--- config.mk ---
export PLATFORM = sky130hd
export DESIGN_NAME = seven_seg_scan
export DESIGN_NICKNAME = d
export VERILOG_FILES = /design/src/rtl/seven_seg_scan_pkg.sv /design/src/rtl/seven_seg_scan_tick_gen.sv /design/src/rtl/seven_seg_scan.sv
export SDC_FILE = /design/constraint.sdc
export NUM_CORES = 1
export LEC_CHECK = 0
export ABC_AREA = 1
export BUFFER_PORTS_ARGS = -buffer_cell sky130_fd_sc_hd__buf_2
export CAP_MARGIN = 20
export CORE_ASPECT_RATIO = 0.7
export CORE_UTILIZATION = 40
export CTS_CLUSTER_DIAMETER = 100
export CTS_CLUSTER_SIZE = 8
export DETAILED_ROUTE_END_ITERATION = 6
export GPL_TIMING_DRIVEN = 0
export PLACE_DENSITY = 0.63
export SETUP_SLACK_MARGIN = 0.15
export SYNTH_ARGS = -nofsm -noshare
export SYNTH_HDL_FRONTEND = slang
export SYNTH_SLANG_ARGS = --single-unit
--- constraint.sdc ---
create_clock -name clk_in -period 2.9 [get_ports clk_in]
set_clock_uncertainty 0.1 [all_clocks]
set_input_delay 0.29 -clock clk_in [delete_from_list [all_inputs] [get_ports clk_in]]
set_output_delay 0.29 -clock clk_in [all_outputs]
set_load 0.05 [all_outputs]
--- src/rtl/seven_seg_scan_pkg.sv ---
// seg_pkg: seven-segment constants and BCD glyph decoder (active-low, a..g = bits 0..6)
package seg_pkg;
  localparam logic [6:0] SEG_OFF  = 7'h7F;
  localparam logic [6:0] SEG_DASH = 7'h3F;
  function automatic logic [6:0] bcd_to_seg(input logic [3:0] v);
    case (v)
      4'd0: return 7'h40;
      4'd1: return 7'h79;
      4'd2: return 7'h24;
      4'd3: return 7'h30;
      4'd4: return 7'h19;
      4'd5: return 7'h12;
      4'd6: return 7'h02;
      4'd7: return 7'h78;
      4'd8: return 7'h00;
      4'd9: return 7'h10;
      default: return SEG_DASH;
    endcase
  endfunction
endpackage

--- src/rtl/seven_seg_scan_tick_gen.sv ---
// scan_tick_gen: two-flop synchronizer plus rising-edge detector for the divided scan clock
module scan_tick_gen (
  input  logic clk_in,
  input  logic rst_n,
  input  logic i_async,
  output logic o_tick
);
  logic [1:0] r_sync;
  logic       r_hist;
  // synchronize the divider output and keep one cycle of history for edge detection
  always_ff @(posedge clk_in) begin
    if (!rst_n) begin
      r_sync <= '0;
      r_hist <= 1'b0;
    end else begin
      r_sync <= {r_sync[0], i_async};
      r_hist <= r_sync[1];
    end
  end
  assign o_tick = r_sync[1] & ~r_hist;
endmodule

--- src/rtl/seven_seg_scan.sv ---
// seven_seg_scan: multiplexed seven-segment driver with per-frame snapshot, blanking and blink
module seven_seg_scan
  import seg_pkg::*;
#(
  parameter int NUM_DIGITS  = 4,
  parameter int BLINK_TICKS = 500
) (
  input  logic                      clk_in,
  input  logic                      rst_n,
  input  logic                      scan_clk,
  input  logic [4*NUM_DIGITS-1:0]   digits_bcd,
  input  logic [NUM_DIGITS-1:0]     dp_in,
  input  logic                      blank_lz,
  input  logic [NUM_DIGITS-1:0]     blink_en,
  output logic [NUM_DIGITS-1:0]     an,
  output logic [6:0]                seg,
  output logic                      dp,
  output logic                      frame_done
);
  localparam int IW = $clog2(NUM_DIGITS);
  localparam int CW = $clog2(BLINK_TICKS + 1);
  logic                    w_tick, w_wrap, w_last, w_run, w_dark;
  logic [IW-1:0]           r_idx;
  logic [4*NUM_DIGITS-1:0] r_digits;
  logic [NUM_DIGITS-1:0]   r_dp, r_blink, w_lz;
  logic                    r_blank_lz, r_phase, r_upd, r_wrap;
  logic [CW-1:0]           r_cnt;
  logic [3:0]              w_digit;
  scan_tick_gen u_tick (
    .clk_in  (clk_in),
    .rst_n   (rst_n),
    .i_async (scan_clk),
    .o_tick  (w_tick)
  );
  assign w_wrap = w_tick && (r_idx == IW'(NUM_DIGITS - 1));
  assign w_last = r_cnt == CW'(BLINK_TICKS - 1);
  // scan index, blink timebase and frame snapshot advance only on scan ticks
  always_ff @(posedge clk_in) begin
    if (!rst_n) begin
      r_idx      <= IW'(NUM_DIGITS - 1);
      r_digits   <= '0;
      r_dp       <= '0;
      r_blink    <= '0;
      r_blank_lz <= 1'b0;
      r_cnt      <= '0;
      r_phase    <= 1'b0;
      r_upd      <= 1'b0;
      r_wrap     <= 1'b0;
    end else begin
      r_upd  <= w_tick;
      r_wrap <= w_wrap;
      if (w_tick) begin
        r_idx   <= w_wrap ? '0 : r_idx + 1'b1;
        r_cnt   <= w_last ? '0 : r_cnt + 1'b1;
        r_phase <= r_phase ^ w_last;
      end
      if (w_wrap) begin
        r_digits   <= digits_bcd;
        r_dp       <= dp_in;
        r_blink    <= blink_en;
        r_blank_lz <= blank_lz;
      end
    end
  end
  // mark digits that sit inside the run of leading zeros; digit 0 always stays visible
  always_comb begin
    w_run = 1'b1;
    w_lz  = '0;
    for (int k = NUM_DIGITS - 1; k > 0; k--) begin
      w_run   = w_run & (r_digits[4*k +: 4] == 4'd0);
      w_lz[k] = w_run;
    end
  end
  assign w_digit = r_digits[{r_idx, 2'b00} +: 4];
  assign w_dark  = (r_blank_lz & w_lz[r_idx]) | (r_phase & r_blink[r_idx]);
  // outputs refresh one cycle after each tick so the display is dark from reset until the first tick
  always_ff @(posedge clk_in) begin
    if (!rst_n) begin
      an         <= '1;
      seg        <= SEG_OFF;
      dp         <= 1'b1;
      frame_done <= 1'b0;
    end else begin
      frame_done <= r_wrap;
      if (r_upd) begin
        an  <= w_dark ? '1 : ~(NUM_DIGITS'(1) << r_idx);
        seg <= w_dark ? SEG_OFF : bcd_to_seg(w_digit);
        dp  <= w_dark | ~r_dp[r_idx];
      end
    end
  end
endmodule

==> results.json, run 1 <==
{
  "clock-sinks": 55,
  "drive_gt1_share_pct": 21.11,
  "grt_pass1_wl_um": 10630,
  "multi_input_area_mm2": 0.001282,
  "cts_root_buf": "clkbuf_8",
  "slowest_delay_ns": 0.39,
  "relSlewSlack_pct": 60.99,
  "place_inst": 468,
  "slew_violations": 0,
  "via_per_inst": 4.952,
  "area_growth_pct": 15.11,
  "rsz0062_at_grt": "no",
  "power.ir.vdd_worst_uv": 248.2,
  "arrival_ns": 2.16,
  "final_nets": 435,
  "overflow": 0,
  "drtAntennaViolNets": 0,
  "fin_crit_sh_pct": 70.64,
  "end_kind": "flop",
  "rows": 24,
  "gp_congestion": 0.8117,
  "maxCapViolCount": 0,
  "final_common_cell": "nand2_1",
  "yosysSeqAreaShare_pct": 41.94,
  "syn_area_mm2": 0.002625,
  "fin_crit_ns": 2.049,
  "post_cts_buffers": 0,
  "worstSkewPairLatency_ns": 0.31,
  "setup_viol": 0,
  "fillers": 641,
  "cts_made_buffers": 5,
  "path_clk_slew_ns": 0.10,
  "hold_class": "in2reg",
  "io_buffers": 40,
  "crit_path_start_kind": "flop",
  "synth_nets": 388,
  "drt_iter0_markers": 93,
  "critPathKind": "reg2reg",
  "diodes": 0,
  "regArea_mm2": 0.001101,
  "wl_per_cell_um": 13.19,
  "antenna_found_initial": 0,
  "p_leak_uw": 0.001303,
  "utilization_pct": 48.15,
  "cpMaxStageDelayCell": "dfxtp_1",
  "start_util_pct": 41.83,
  "die_x_um": 98.83,
  "worstMarginPinSlew_ns": 0.5852,
  "grt_pass1_vias": 2211,
  "path_max_fanout": 11,
  "ios": 41,
  "cts_max_level": 2,
  "netlist_instances": 350,
  "yosys_warnings": 0,
  "synth.ff_latch_count": 55,
  "coreArea_mm2": 0.006276,
  "whs_path_depth": 3,
  "grtUsageTotal_pct": 19.59,
  "crit_buf_inv": 4,
  "status": "complete, no violations",
  "dp_hpwl_um": 4654,
  "ctsHoldBuffers": 0,
  "dieArea_mm2": 0.006896,
  "grt_max_degree": 18,
  "post_synth.cell_area_avg_um2": 7.500,
  "firstDrtPassIters": 4,
  "tns_ns": 0,
  "drcViolationCount": 0,
  "cts_buffer_depth": 2,
  "pre_cts_ws_ns": 0.8757,
  "powerDensity_mw_per_mm2": 492.4,
  "finalHoldViolations": 0,
  "cts_tree": "done",
  "cp_num_cells": 13,
  "r2r.worst_path.cells": 13,
  "via_count": 2357,
  "required_ns": 3.01,
  "fin_cells": 476,
  "path_cells": "buf_6 -> inv_4 -> buf_8 -> nand2_1 -> nand3_1 -> nand2_1 -> inv_1 -> ha_1 -> nand3b_1 -> nand2_1 -> nor2_1 -> o21ai_0 -> nand2_1",
  "fmax_ghz": 0.4881,
  "synth.distinct_cells": 35,
  "die_h_um": 69.78,
  "cts_resized": 0,
  "cpMostUsedCell": "nand2_1",
  "routed_wl_um": 6279,
  "critPathTopFamily": "simple AND/OR/NAND/NOR gates",
  "most-common-layout-cells": "nand2_1, dfxtp_1, buf_2",
  "setup_ws_ns": 0.8514
}
==> power breakdown <==
group / total [uW] / switching, uW / internal, uW
clock network: 460 / 264 / 196
logic: 232 / 150 / 81.3
registers: 797 / 15.4 / 781
==> cells by family after synthesis <==
| logic type | after synthesis | synth area share, % |
|---|---|---|
| flip-flops | 55 | 41.94 |
| XOR/XNOR | 3 | 1.001 |
| AND/OR/NAND/NOR | 162 | 29.22 |
| adder cells (fa/ha/maj) | 10 | 4.766 |
| buffers and inverters | 50 | 9.199 |
| AO/OA/AOI/OAI | 70 | 13.87 |
==> cell usage after synthesis <==
cell      number  area share (%)
a21oi_1       41             7.8
a21oi_2        1            0.33
a31oi_1        1            0.24
buf_2          6             1.1
buf_6          2            0.86
buf_8          1            0.57
clkbuf_1       6            0.86
clkbuf_8       1            0.52
clkinv_1       1            0.14
dfxtp_1       55              42
ha_1          10             4.8
inv_1         29             4.1
inv_2          2            0.29
inv_4          1            0.24
inv_8          1            0.43
nand2_1       83              12
nand2_2        6             1.4
nand2_4        3             1.3
nand3_1       30             5.7
nand3_2        7             2.7
nand3b_1       2            0.57
nand4_1        2            0.48
nor2_1        22             3.1
nor2_2         2            0.48
nor2_4         1            0.43
nor3_1         1            0.19
nor3_2         1            0.38
nor3b_1        2            0.57
o211ai_1       1            0.29
o21ai_0       22             4.2
o21ai_1        2            0.38
o21ai_2        1            0.33
o31ai_1        1            0.29
xnor2_1        1            0.33
xor2_1         2            0.67
==> path summary, 6_finish.rpt <==
path                              start                     endpoint  slack (ns)
hold / removal                 scan_clk  u_tick.r_sync[0]$_SDFF_PN0_        0.06
setup / recovery  r_idx[0]$_SDFFE_PN1P_          seg[6]$_SDFFE_PN1P_        0.85
hold reg to reg       r_wrap$_SDFF_PN0_        frame_done$_SDFF_PN0_        0.32
setup reg to reg  r_idx[0]$_SDFFE_PN1P_          seg[6]$_SDFFE_PN1P_        0.85
==> registers in the layout, indices dropped and copies added, names as in the netlist, 2 cells and up <==
signal         flops
r_idx              2
r_cnt              9
r_blink            4
u_tick.r_sync      2
r_digits          16
seg                7
r_dp               4
an                 4
==> layout make-up <==
| cell class | instances | area share [%] |
|---|---|---|
| Buffer | 16 | 3.437 |
| Timing Repair Buffer | 40 | 6.625 |
| Tap cell | 78 | 3.230 |
| Inverter | 34 | 4.555 |
| Sequential cell | 55 | 36.44 |
| Multi-Input combinational cell | 245 | 42.44 |
| Clock buffer | 6 | 2.733 |
| Clock inverter | 2 | 0.5383 |
==> worst reg2reg max path: stages, from the launching register on <==
cell      delay (ns)
dfxtp_1         0.39
buf_6           0.16
inv_4           0.05
buf_8           0.14
nand2_1         0.06
nand3_1         0.06
nand2_1         0.19
inv_1           0.09
ha_1            0.18
nand3b_1        0.17
nand2_1         0.07
nor2_1          0.06
o21ai_0         0.16
nand2_1         0.06
==> per-stage QoR <==
stage / hold slack [ns] / cell area [um^2] / power, uW
6_report: 0.06123 / 3022 / 1488
5_1_grt: 0.06284 / 3022 / 1561
4_1_cts: 0.05470 / 3022 / 1503
3_5_place_dp: 0.2974 / 2923 / 1044
3_3_place_gp: 0.2932 / 2923 / 1042
2_1_floorplan: 0.2876 / 2625 / 977.7
==> routing by layer <==
layer | part of all wire, % | global-route usage [%] | up-vias
li1 | - | - | 1226
met1 | 53 | 29.25 | 1083
met2 | 42 | 28.90 | 42
met3 | 4.0 | 3.427 | 6
met4 | 0.97 | 4.975 | 0
met5 | 0 | 0 | -
Power figures use the tool's default switching activity.
==> inputs of run 2 (changes only) <==
--- a/config.mk
+++ b/config.mk
@@ -5,7 +5,7 @@
 export SDC_FILE = /design/constraint.sdc
 export NUM_CORES = 1
 export LEC_CHECK = 0
-export ABC_AREA = 1
+export ABC_AREA = 0
 export BUFFER_PORTS_ARGS = -buffer_cell sky130_fd_sc_hd__buf_2
 export CAP_MARGIN = 20
 export CORE_ASPECT_RATIO = 0.7
==> constraint.sdc (replaced) <==
create_clock -name clk_in -period 1.98 [get_ports clk_in]
set_clock_uncertainty 0.1 [all_clocks]
set_input_delay 0.198 -clock clk_in [delete_from_list [all_inputs] [get_ports clk_in]]
set_output_delay 0.198 -clock clk_in [all_outputs]
set_load 0.05 [all_outputs]
==> results.json, run 2 <==
{
  "tns_ns": -0.08952,
  "die_x_um": 98.71,
  "rows": 24,
  "grtUsageTotal_pct": 17.66,
  "violations": "setup timing",
  "synth.distinct_cells": 41,
  "worstSkewPairLatency_ns": 0.31,
  "drcViolationCount": 0,
  "r2r_start": "r_idx[0]$_SDFFE_PN1P_",
  "rsz0062_at_grt": "yes",
  "arrival_ns": 2.15,
  "largest_reg_flops": 16,
  "power.ir.vdd_worst_uv": 308.3,
  "drtAntennaViolNets": 0,
  "synth.area.mux_share_pct": 8.122,
  "p_int_uw": 1509,
  "top_regs": "r_digits x16, r_cnt x9, seg x7",
  "crit_path_start_kind": "flop",
  "synth-xor-area-share_pct": 3.010,
  "startpoint": "r_idx[0]$_SDFFE_PN1P_",
  "final_common_cell": "nand2_1",
  "ys.flop_type": "dfxtp_1",
  "grt_max_degree": 18,
  "most-common-layout-cells": "nand2_1, dfxtp_1, buf_2",
  "powerDensity_mw_per_mm2": 632.1,
  "critPathTopFamily": "multiplexers",
  "maxCapViolCount": 0,
  "antenna_found_initial": 0,
  "fmax_ghz": 0.4973,
  "worstMarginPinSlew_ns": 0.4329,
  "cpMaxStageDelayCell": "mux4_2",
  "async_flop_share_pct": 0,
  "fillers": 596,
  "drt_iter0_markers": 84,
  "netlist.area_leader.share_pct": 42.04,
  "yosys_warnings": 0,
  "p_sw_uw": 552.2,
  "netlist_instances": 285,
  "die_h_um": 69.70,
  "min_from": "digits_bcd[12]",
  "synth_compound_area_share_pct": 16.34,
  "fin_crit_sh_pct": 101.6,
  "whs_path_depth": 3,
  "path_max_fanout": 3,
  "coreArea_mm2": 0.006276,
  "p_leak_uw": 0.001274,
  "crit_buf_inv": 3,
  "cts_max_level": 2,
  "cts_tree": "done",
  "dp_hpwl_um": 4013,
  "relSlewSlack_pct": 71.14,
  "post_synth.cell_area_avg_um2": 9.189,
  "p_clk_share_pct": 30.9,
  "via_per_inst": 4.934,
  "io_buffers": 40,
  "start_util_pct": 41.73,
  "critPathKind": "reg2reg",
  "synth_nets": 323,
  "finalHoldViolations": 0,
  "status": "finished, violations left",
  "stdcell_area_mm2": 0.003261,
  "clock-sinks": 55,
  "end_kind": "flop",
  "slowest_delay_ns": 0.55,
  "dieArea_mm2": 0.006880,
  "path_clk_slew_ns": 0.11,
  "setup_viol": 4,
  "grt_pass1_wl_um": 9632,
  "diodes": 0,
  "overflow": 0,
  "synth_top_family_by_area": "simple AND/OR/NAND/NOR gates",
  "synthSimpleGateAreaFrac_pct": 20.45,
  "via_count": 2102,
  "yosysSeqAreaShare_pct": 42.04,
  "grt_pass1_vias": 1922,
  "cts_made_buffers": 5,
  "drive_gt1_share_pct": 30.75,
  "cts_buffer_depth": 2,
  "dpl_cell_area_mm2": 0.002929,
  "fin_crit_ns": 2.011,
  "required_ns": 2.12,
  "area_growth_pct": 24.51,
  "yosys-top-cells-count": "nand2_1, dfxtp_1, nor2_1",
  "top_register": "r_digits",
  "whs_endpoint": "r_digits[12]$_SDFFE_PN0P_",
  "wl_per_cell_um": 13.09,
  "synth_area_leaders": "dfxtp_1, nand2_1, ha_1",
  "final_nets": 385,
  "firstDrtPassIters": 4,
  "p_comb_share_pct": 13.0,
  "p_total_uw": 2061,
  "r2r.worst_path.cells": 7,
  "synth_edf_count": 0,
  "seqPwrFrac_pct": 56.1,
  "hold_class": "in2reg",
  "synth.ff_latch_count": 55,
  "reg2reg_slack_ns": -0.03,
  "ios": 41,
  "slew_violations": 0,
  "synth_top_cell_by_area": "dfxtp_1",
  "setup_ws_ns": -0.03081,
  "cts_root_buf": "clkbuf_8",
  "r2r_end": "seg[2]$_SDFFE_PN1P_",
  "syn_area_mm2": 0.002619,
  "switching_share_pct": 26.79,
  "synthAdderAreaFrac_pct": 4.778,
  "yosysMostFrequentCell": "nand2_1",
  "routed_wl_um": 5575,
  "gp_congestion": 0.7567,
  "path_cells": "buf_8 -> mux4_2 -> inv_4 -> ha_4 -> inv_2 -> or3_4 -> a32oi_1"
}
## run 2: changes by cell type in the layout (fill, tap and decap cells not counted), moves of 7 or more
cell / delta
a21oi_1: -40
nand3_1: -29
inv_1: -25
o21ai_0: -22
nand2_1: -17
a21boi_1: +16
a21boi_0: +10
buf_4: +9
and2_1: +8
a32oi_1: +7
nand3_2: -7
## run 2: timing repair
item / 4_1_cts / 5_1_grt
hold endpoints to repair: 1 / 1
gates resized for setup: 11 / 27
hold buffers: 1 / 1
pin swaps: 5 / 20
setup endpoints to repair: 20 / 40
setup buffers: 8 / 5
## run 2: how the worst max path moves through the flow
stage	depth (start not counted)	slack, ns	to
2_1_floorplan	7	0.04	seg[2]$_SDFFE_PN1P_
3_3_place_gp	6	-0.13	seg[5]$_SDFFE_PN1P_
3_5_place_dp	7	-0.16	seg[2]$_SDFFE_PN1P_
4_1_cts	7	-0.04	seg[0]$_SDFFE_PN1P_
5_1_grt	7	-0.11	seg[4]$_SDFFE_PN1P_
6_report	7	-0.03	seg[2]$_SDFFE_PN1P_
## run 2: power groups by stage
stage                     Clock (uW)  Sequential [uW]  Combinational, uW
after floorplan                    0             1200                141
after global placement             0             1180                226
after detailed placement           0             1180                229
after CTS                        651             1160                248
after global routing             690             1160                297
final                            637             1160                268
## run 2: cell families after synthesis
logic type                 Yosys count
xor gates and xnor gates             9
DFF                                 55
and+or+nand+nor                    120
buffers and inverters               26
muxes                               12
AOI/OAI and AO/OA                   53
adders and majority gates           10
## run 2: tightest hold or removal path, delay by kind of cell
family,cells,cell delay [ns]
buffers and inverters,1,0.10
AOI/OAI and AO/OA,1,0.05
and+or+nand+nor,1,0.04
## run 2: cell type report
| type | count | area [um^2] | share of cell area [%] |
|---|---|---|---|
| Buffer | 19 | 127.6 | 3.914 |
| Inverter | 7 | 31.28 | 0.9593 |
| Clock buffer | 5 | 68.82 | 2.111 |
| Sequential cell | 55 | 1105 | 33.88 |
| Multi-Input combinational cell | 204 | 1465 | 44.93 |
| Clock inverter | 3 | 20.02 | 0.6140 |
| Timing Repair Buffer | 55 | 345.3 | 10.59 |
| Tap cell | 78 | 97.59 | 2.993 |
## run 2: through the flow
stage | hold WS [ns] | instances | worst slack [ns] | util [%]
2_1_floorplan | 0.2253 | 285 | 0.03836 | -
3_3_place_gp | 0.3163 | 403 | -0.1296 | 46.67
3_5_place_dp | 0.3172 | 403 | -0.1584 | 46.67
4_1_cts | 0.0006914 | 420 | -0.03757 | 49.48
5_1_grt | 0.007936 | 426 | -0.1115 | 51.95
6_report | 0.007675 | 426 | -0.03081 | 51.95
## run 2: metal layers
layer / part of all wire (%) / track usage (%)
met5: 0 / 0
met4: 0.30 / 2.156
met2: 41 / 25.35
met1: 55 / 27.30
met3: 3.5 / 4.133
